$ cat src/rtl/uart_tx_fifo_if.sv
// uart_tx_fifo_if: host-side write port of the UART transmit FIFO.
// The host drives wr_en/wr_data and observes FIFO status flags.
interface uart_tx_fifo_if #(
    parameter int DBIT = 8
);
    logic            wr_en;
    logic [DBIT-1:0] wr_data;
    logic            full;
    logic            empty;
    logic            overflow;

    modport master (
        output wr_en, wr_data,
        input  full, empty, overflow
    );

    modport slave (
        input  wr_en, wr_data,
        output full, empty, overflow
    );
endinterface

$ cat src/rtl/uart_tx_fifo.sv
// uart_tx_fifo: UART transmitter fed by a small FIFO, runtime parity/stop format.
// Define UART_TX_PARITY_EN to compile in the parity bit stage.
module uart_tx_fifo #(
    parameter int DBIT       = 8,
    parameter int OVS        = 16,
    parameter int FIFO_DEPTH = 4
) (
    input  logic          clk,
    input  logic          reset,
    input  logic          s_tick,
    uart_tx_fifo_if.slave wr_if,
    input  logic [1:0]    parity_sel,
    input  logic          two_stop,
    output logic          busy,
    output logic          tx_done_tick,
    output logic          tx
);
    localparam int AW = $clog2(FIFO_DEPTH);
    localparam int CW = AW + 1;
    localparam int SW = $clog2(2 * OVS);
    localparam int NW = $clog2(DBIT);
    localparam logic [SW-1:0] S_ONE  = SW'(OVS - 1);
    localparam logic [SW-1:0] S_TWO  = SW'(2 * OVS - 1);
    localparam logic [NW-1:0] N_LAST = NW'(DBIT - 1);

    typedef enum logic [2:0] {
        IDLE,
        START,
        DATA,
`ifdef UART_TX_PARITY_EN
        PARITY,
`endif
        STOP
    } state_e;

    logic [DBIT-1:0] mem_q [FIFO_DEPTH];
    logic [AW-1:0]   wptr_q, rptr_q;
    logic [CW-1:0]   cnt_q, cnt_d;
    logic            ovf_q;
    logic            full, empty, push, pop;

    state_e          state_q, state_d;
    logic [SW-1:0]   s_q, s_d;
    logic [NW-1:0]   n_q, n_d;
    logic [DBIT-1:0] b_q, b_d;
    logic            two_q, two_d;
    logic            tx_q, tx_d;
    logic [SW-1:0]   stop_last;
`ifdef UART_TX_PARITY_EN
    logic            par_q, par_d;
    logic            par_en_q, par_en_d;
`else
    logic            unused_parity_sel;
    assign unused_parity_sel = ^parity_sel;
`endif

    assign full  = (cnt_q == CW'(FIFO_DEPTH));
    assign empty = (cnt_q == '0);
    // A full FIFO rejects the push even if the FSM pops in the same cycle.
    assign push  = wr_if.wr_en && !full;

    assign wr_if.full     = full;
    assign wr_if.empty    = empty;
    assign wr_if.overflow = ovf_q;

    assign busy      = (state_q != IDLE);
    assign tx        = tx_q;
    assign stop_last = two_q ? S_TWO : S_ONE;

    always_comb begin
        cnt_d = cnt_q;
        if (push && !pop) cnt_d = cnt_q + CW'(1);
        else if (!push && pop) cnt_d = cnt_q - CW'(1);
    end

    always_comb begin
        state_d      = state_q;
        s_d          = s_q;
        n_d          = n_q;
        b_d          = b_q;
        two_d        = two_q;
        pop          = 1'b0;
        tx_done_tick = 1'b0;
`ifdef UART_TX_PARITY_EN
        par_d        = par_q;
        par_en_d     = par_en_q;
`endif
        unique case (state_q)
            IDLE: begin
                if (!empty) begin
                    pop     = 1'b1;
                    b_d     = mem_q[rptr_q];
                    two_d   = two_stop;
                    s_d     = '0;
                    n_d     = '0;
                    state_d = START;
`ifdef UART_TX_PARITY_EN
                    par_en_d = (parity_sel == 2'b01)
                            || (parity_sel == 2'b10);
                    par_d    = (parity_sel == 2'b10)
                            ? ~^mem_q[rptr_q]
                            : ^mem_q[rptr_q];
`endif
                end
            end
            START: begin
                if (s_tick) begin
                    if (s_q == S_ONE) begin
                        s_d     = '0;
                        state_d = DATA;
                    end else begin
                        s_d = s_q + SW'(1);
                    end
                end
            end
            DATA: begin
                if (s_tick) begin
                    if (s_q == S_ONE) begin
                        s_d = '0;
                        b_d = b_q >> 1;
                        if (n_q == N_LAST) begin
`ifdef UART_TX_PARITY_EN
                            state_d = par_en_q ? PARITY : STOP;
`else
                            state_d = STOP;
`endif
                        end else begin
                            n_d = n_q + NW'(1);
                        end
                    end else begin
                        s_d = s_q + SW'(1);
                    end
                end
            end
`ifdef UART_TX_PARITY_EN
            PARITY: begin
                if (s_tick) begin
                    if (s_q == S_ONE) begin
                        s_d     = '0;
                        state_d = STOP;
                    end else begin
                        s_d = s_q + SW'(1);
                    end
                end
            end
`endif
            STOP: begin
                if (s_tick) begin
                    if (s_q == stop_last) begin
                        s_d          = '0;
                        tx_done_tick = 1'b1;
                        state_d      = IDLE;
                    end else begin
                        s_d = s_q + SW'(1);
                    end
                end
            end
            default: state_d = IDLE;
        endcase
    end

    // The line level follows the state being entered, keeping tx registered.
    always_comb begin
        tx_d = 1'b1;
        unique case (state_d)
            START:   tx_d = 1'b0;
            DATA:    tx_d = b_d[0];
`ifdef UART_TX_PARITY_EN
            PARITY:  tx_d = par_q;
`endif
            default: tx_d = 1'b1;
        endcase
    end

    always_ff @(posedge clk) begin
        if (push) mem_q[wptr_q] <= wr_if.wr_data;
    end

    always_ff @(posedge clk) begin
        if (reset) begin
            wptr_q  <= '0;
            rptr_q  <= '0;
            cnt_q   <= '0;
            ovf_q   <= 1'b0;
            state_q <= IDLE;
            s_q     <= '0;
            n_q     <= '0;
            b_q     <= '0;
            two_q   <= 1'b0;
            tx_q    <= 1'b1;
`ifdef UART_TX_PARITY_EN
            par_q    <= 1'b0;
            par_en_q <= 1'b0;
`endif
        end else begin
            if (push) wptr_q <= wptr_q + AW'(1);
            if (pop)  rptr_q <= rptr_q + AW'(1);
            if (wr_if.wr_en && full) ovf_q <= 1'b1;
            cnt_q   <= cnt_d;
            state_q <= state_d;
            s_q     <= s_d;
            n_q     <= n_d;
            b_q     <= b_d;
            two_q   <= two_d;
            tx_q    <= tx_d;
`ifdef UART_TX_PARITY_EN
            par_q    <= par_d;
            par_en_q <= par_en_d;
`endif
        end
    end
endmodule
$ cat src/flat_wrapper.sv
// flat-port wrapper written by rule: the top's interface ports become plain ports
module uart_tx_fifo_flat 
#(
    parameter int DBIT       = 8,
    parameter int OVS        = 16,
    parameter int FIFO_DEPTH = 4
)
  (clk, reset, s_tick, parity_sel, two_stop, busy, tx_done_tick, tx, wr_if_wr_en, wr_if_wr_data, wr_if_full, wr_if_empty, wr_if_overflow);
  uart_tx_fifo_if #(.DBIT(DBIT)) wr_if_i ();
  input  logic clk;
  input  logic reset;
  input  logic s_tick;
  input  logic [1:0] parity_sel;
  input  logic two_stop;
  output logic busy;
  output logic tx_done_tick;
  output logic tx;
  input wire logic [$bits(wr_if_i.wr_en)-1:0] wr_if_wr_en;
  input wire logic [$bits(wr_if_i.wr_data)-1:0] wr_if_wr_data;
  output wire logic [$bits(wr_if_i.full)-1:0] wr_if_full;
  output wire logic [$bits(wr_if_i.empty)-1:0] wr_if_empty;
  output wire logic [$bits(wr_if_i.overflow)-1:0] wr_if_overflow;
  assign wr_if_i.wr_en = wr_if_wr_en;
  assign wr_if_i.wr_data = wr_if_wr_data;
  assign wr_if_full = wr_if_i.full;
  assign wr_if_empty = wr_if_i.empty;
  assign wr_if_overflow = wr_if_i.overflow;
  uart_tx_fifo #(.DBIT(DBIT), .OVS(OVS), .FIFO_DEPTH(FIFO_DEPTH)) u_core (.clk(clk), .reset(reset), .s_tick(s_tick), .wr_if(wr_if_i), .parity_sel(parity_sel), .two_stop(two_stop), .busy(busy), .tx_done_tick(tx_done_tick), .tx(tx));
endmodule
$ cat config.mk
export PLATFORM = sky130hd
export DESIGN_NAME = uart_tx_fifo_flat
export DESIGN_NICKNAME = d
export VERILOG_FILES = /design/src/rtl/uart_tx_fifo_if.sv /design/src/rtl/uart_tx_fifo.sv /design/src/flat_wrapper.sv
export SDC_FILE = /design/constraint.sdc
export NUM_CORES = 1
export LEC_CHECK = 0
export BUFFER_PORTS_ARGS = -buffer_cell sky130_fd_sc_hd__buf_2
export CAP_MARGIN = 20
export CORE_UTILIZATION = 45
export CTS_CLUSTER_DIAMETER = 120
export DETAILED_ROUTE_END_ITERATION = 7
export REMOVE_ABC_BUFFERS = 1
export SYNTH_ARGS = -nofsm -noshare
export SYNTH_HDL_FRONTEND = slang
export SYNTH_SLANG_ARGS = --single-unit
$ cat constraint.sdc
create_clock -name clk -period 3.97 [get_ports clk]
set_input_delay 0.794 -clock clk [delete_from_list [all_inputs] [get_ports clk]]
set_output_delay 0.794 -clock clk [all_outputs]
set_load 0.1 [all_outputs]
==> impl_summary.txt <==
----------------------------------------------------
[Outcome]
  Result of the run ... completed

[Cells and area]
  Commonest cells after routing, fill and taps aside ... edfxtp_1 (32), dfxtp_1 (31), nor2_1 (19)
  Number of diodes ... 0
  Final Instance Count excl. Fillers ... 321
  Area overhead of the layout relative to synthesis ... 11.1%
  Leading cell type in the layout, fill and taps excluded ... edfxtp_1
  Number of nets in the finished design ... 266
  Fraction of final layout cells with drive strength greater than 1 ... 0.207
  Finished Core Util ... 0.518

[Run]
  Number of max-cap violations ... 0

[Detailed routing]
  Number of detailed-route iterations in the first pass ... 4
  DRC violation count after routing ... 0
  Drt wl/cell ... 14.4 um
  1st-iter DRT viols ... 77
  Total number of vias ... 1727
  Via-to-Cell Ratio ... 5.38
  Number of nets still failing antenna checks after routing ... 0
  Final wirelength ... 4610 um

[Power]
  Fraction of power consumed by sequential logic ... 0.452
  Final Total Pwr ... 1.95 mW
  Worst ir drop on vdd ... 0.000291 V
  Fraction of power consumed by the clock network ... 0.255
  Total net switching power ... 0.716 mW
  Fraction of power spent switching nets ... 0.368
  Power per cell area ... 635 nW/um^2
  Leakage ... 1.09 nW
  Share of total power in combinational logic ... 0.293
  Total internal power ... 1.23 mW

[Place]
  Total half-perimeter wirelength after legalization and detailed placement ... 3040 um
  Worst setup slack before clock tree synthesis ... 1.28 ns
  Routability cong. ... 0.738
  Count of port buffers added during placement ... 18
  Number of cells after detailed placement ... 305

[Timing]
  Max-slew violations ... 0
  Unrepaired setup endpoints after global routing ... false
  # setup viols final ... 0
  Fin crit share ... 0.679
  Post-route setup slack ... 1.27 ns
  Actual transition at the worst max-transition pin ... 0.564 ns
  Worst hold slack ... 0.460 ns
  Final critical-path required period ... 2.70 ns
  Worst setup skew after layout ... 0.00413 ns
  Worst rel slew slack ... 0.623
  Peak Freq ... 0.371 GHz
  Hold Fails Final Rpt ... 0

[GRT]
  Total routing usage reported by global routing ... 0.170
  Initial antenna violation count ... 0
  Global-route wire length before repair ... 8000 um
  Vias in the first global route ... 1672
  Largest net degree at the start of global routing ... 30
  Overflow after GRT ... 0

[Setup path]
  Startpoint type of the worst setup path ... flip-flop
  Worst Path Class, Setup ... reg2out
  Critical Path End Type ... primary output
  R2r worst-path depth ... 9
  Worst-path maximum fanout ... 6
  CP required ... 3.18 ns
  Arrival time at the worst endpoint ... 1.90 ns

[Logic synthesis]
  Largest family of logic cells by synthesized area ... simple AND/OR/NAND/NOR gates
  Post-synth design cell area ... 2760 um^2
  Synthesized area per cell ... 12.3 um^2
  Multiplexer area fraction after synthesis ... 0.0761
  Parity-gate share of the synthesized area counting xor and xnor cells ... 0.0190
  Count of cell types in the netlist ... 49
  Commonest register cell after synthesis ... edfxtp_1
  Post-synthesis adder-cell area fraction ... 0.0480
  Compound-Gate Fraction of Synth Area ... 0.109
  Number of flops mapped to enable cells by yosys ... 32
  Seq/Total Area, Yosys ... 0.573
  Number of instances in the synthesized netlist ... 224
  #FFs+latches synth ... 63
  Fraction of registers with async set or reset after synthesis ... 0
  Share of synthesized cell area in and, or, nand and nor gates ... 0.141
  Number of warnings reported in the yosys synthesis log ... 0

[Floorplanning]
  Floorplan core area ... 5920 um^2
  Starting utilization of the core area ... 0.466
  Standard-cell row count ... 28
  Chip height ... 80.3 um
  Full die area ... 6450 um^2
  Horizontal die dimension ... 80.3 um
  Ports placed on the boundary ... 21

[Clock tree]
  Total of cells resized after clock tree synthesis ... 0
  Buffer depth of the longest clock path ... 2
  CTS Sinks ... 63
  # H-tree levels ... 3
  CTS tree ... done
  Clock-pin slew reported for the worst setup and hold paths after clock tree synthesis ... 0.07 ns
  Setup Fix Bufs, Post-CTS ... 0
  Number of buffers created by CTS ... 9
  Clock network latency to the later pin of the worst-skew pair ... 0.34 ns
  Number of hold buffers added after cts ... 0
  Cell at the root of the clock tree ... clkbuf_8

[Min path]
  Min-delay worst type ... reg2reg
  Worst hold path depth ... 2

----------------------------------------------------
## final cells by class
class,count,area (um^2)
tap,75,93.8
inverter,8,30.0
clock inverter,7,56.3
fill,531,2850
clock buffer,9,124
multi-input combinational,141,1090
sequential,63,1580
timing repair buffer,18,90.1
## metrics by stage
| stage | instance area, um^2 | TNS [ns] |
|---|---|---|
| 6_report | 3070 | 0 |
| 5_1_grt | 3070 | 0 |
| 4_1_cts | 3070 | 0 |
| 3_5_place_dp | 2890 | 0 |
| 3_3_place_gp | 2890 | 0 |
| 2_1_floorplan | 2700 | -1.32 |
## worst max-delay path: stages, from the launching register on
cell	delay, ns
dfxtp_1	0.37
ha_1	0.29
nand4_2	0.16
nor4_1	0.28
buf_2	0.47
## flip-flops by register name, summed over array words and instances, names as in the netlist, named ones only
name / cells
u_core.b_q: 8
u_core.cnt_q: 3
u_core.mem_q: 32
u_core.n_q: 3
u_core.rptr_q: 2
u_core.s_q: 5
u_core.state_q: 3
u_core.two_q: 1
u_core.tx: 1
u_core.wptr_q: 2
u_core.wr_if.overflow: 1
## power groups by stage
stage,Clock (mW),Combinational (mW),Sequential (mW)
after floorplan,0,0.457,0.888
after CTS,0.517,0.578,0.882
after global routing,0.549,0.625,0.900
final,0.497,0.571,0.880
after detailed placement,0,0.575,0.897
after global placement,0,0.568,0.892
## synth_stat cells, types with 4 or more instances
cell type  instances  share of area
a21oi_1           16          0.029
a22oi_1            9          0.024
and2_1             4         0.0091
buf_2              5         0.0091
clkbuf_1           4         0.0054
dfxtp_1           31           0.22
edfxtp_1          32           0.35
ha_1               9          0.041
inv_1              8          0.011
mux4_2             8          0.065
nand2_1           13          0.018
nand3b_1           4          0.011
nor2_1            19          0.026
o21ai_0            8          0.014
xor2_1             4          0.013
## metal layers
layer  vias to the layer above  GRT usage  routed length, um
met4                         0     0.0589                 36
li1                        863          -                  -
met2                        27      0.274               2220
met1                       831      0.212               2210
met5                         -          0                  0
met3                         6     0.0580                145
## path summary, 6_finish.rpt
kind	startpoint	end	slack, ns
worst max-delay path	u_core.s_q[0]	tx_done_tick	1.27
worst max register to register	u_core.state_q[1]	u_core.cnt_q[2]	1.50
worst min-delay path	u_core.b_q[3]	u_core.b_q[3]	0.46
worst min register to register	u_core.b_q[3]	u_core.b_q[3]	0.46
## logic make-up (layout without fill, tap and decap cells)
logic type	after synthesis	after routing
buffers and inverters	20	42
xor gates and xnor gates	6	6
other	1	1
muxes	11	11
and+or+nand+nor	68	68
AOI/OAI and AO/OA	45	45
adders and majority gates	10	10
DFF	63	63
(Power assumes the default switching activity.)
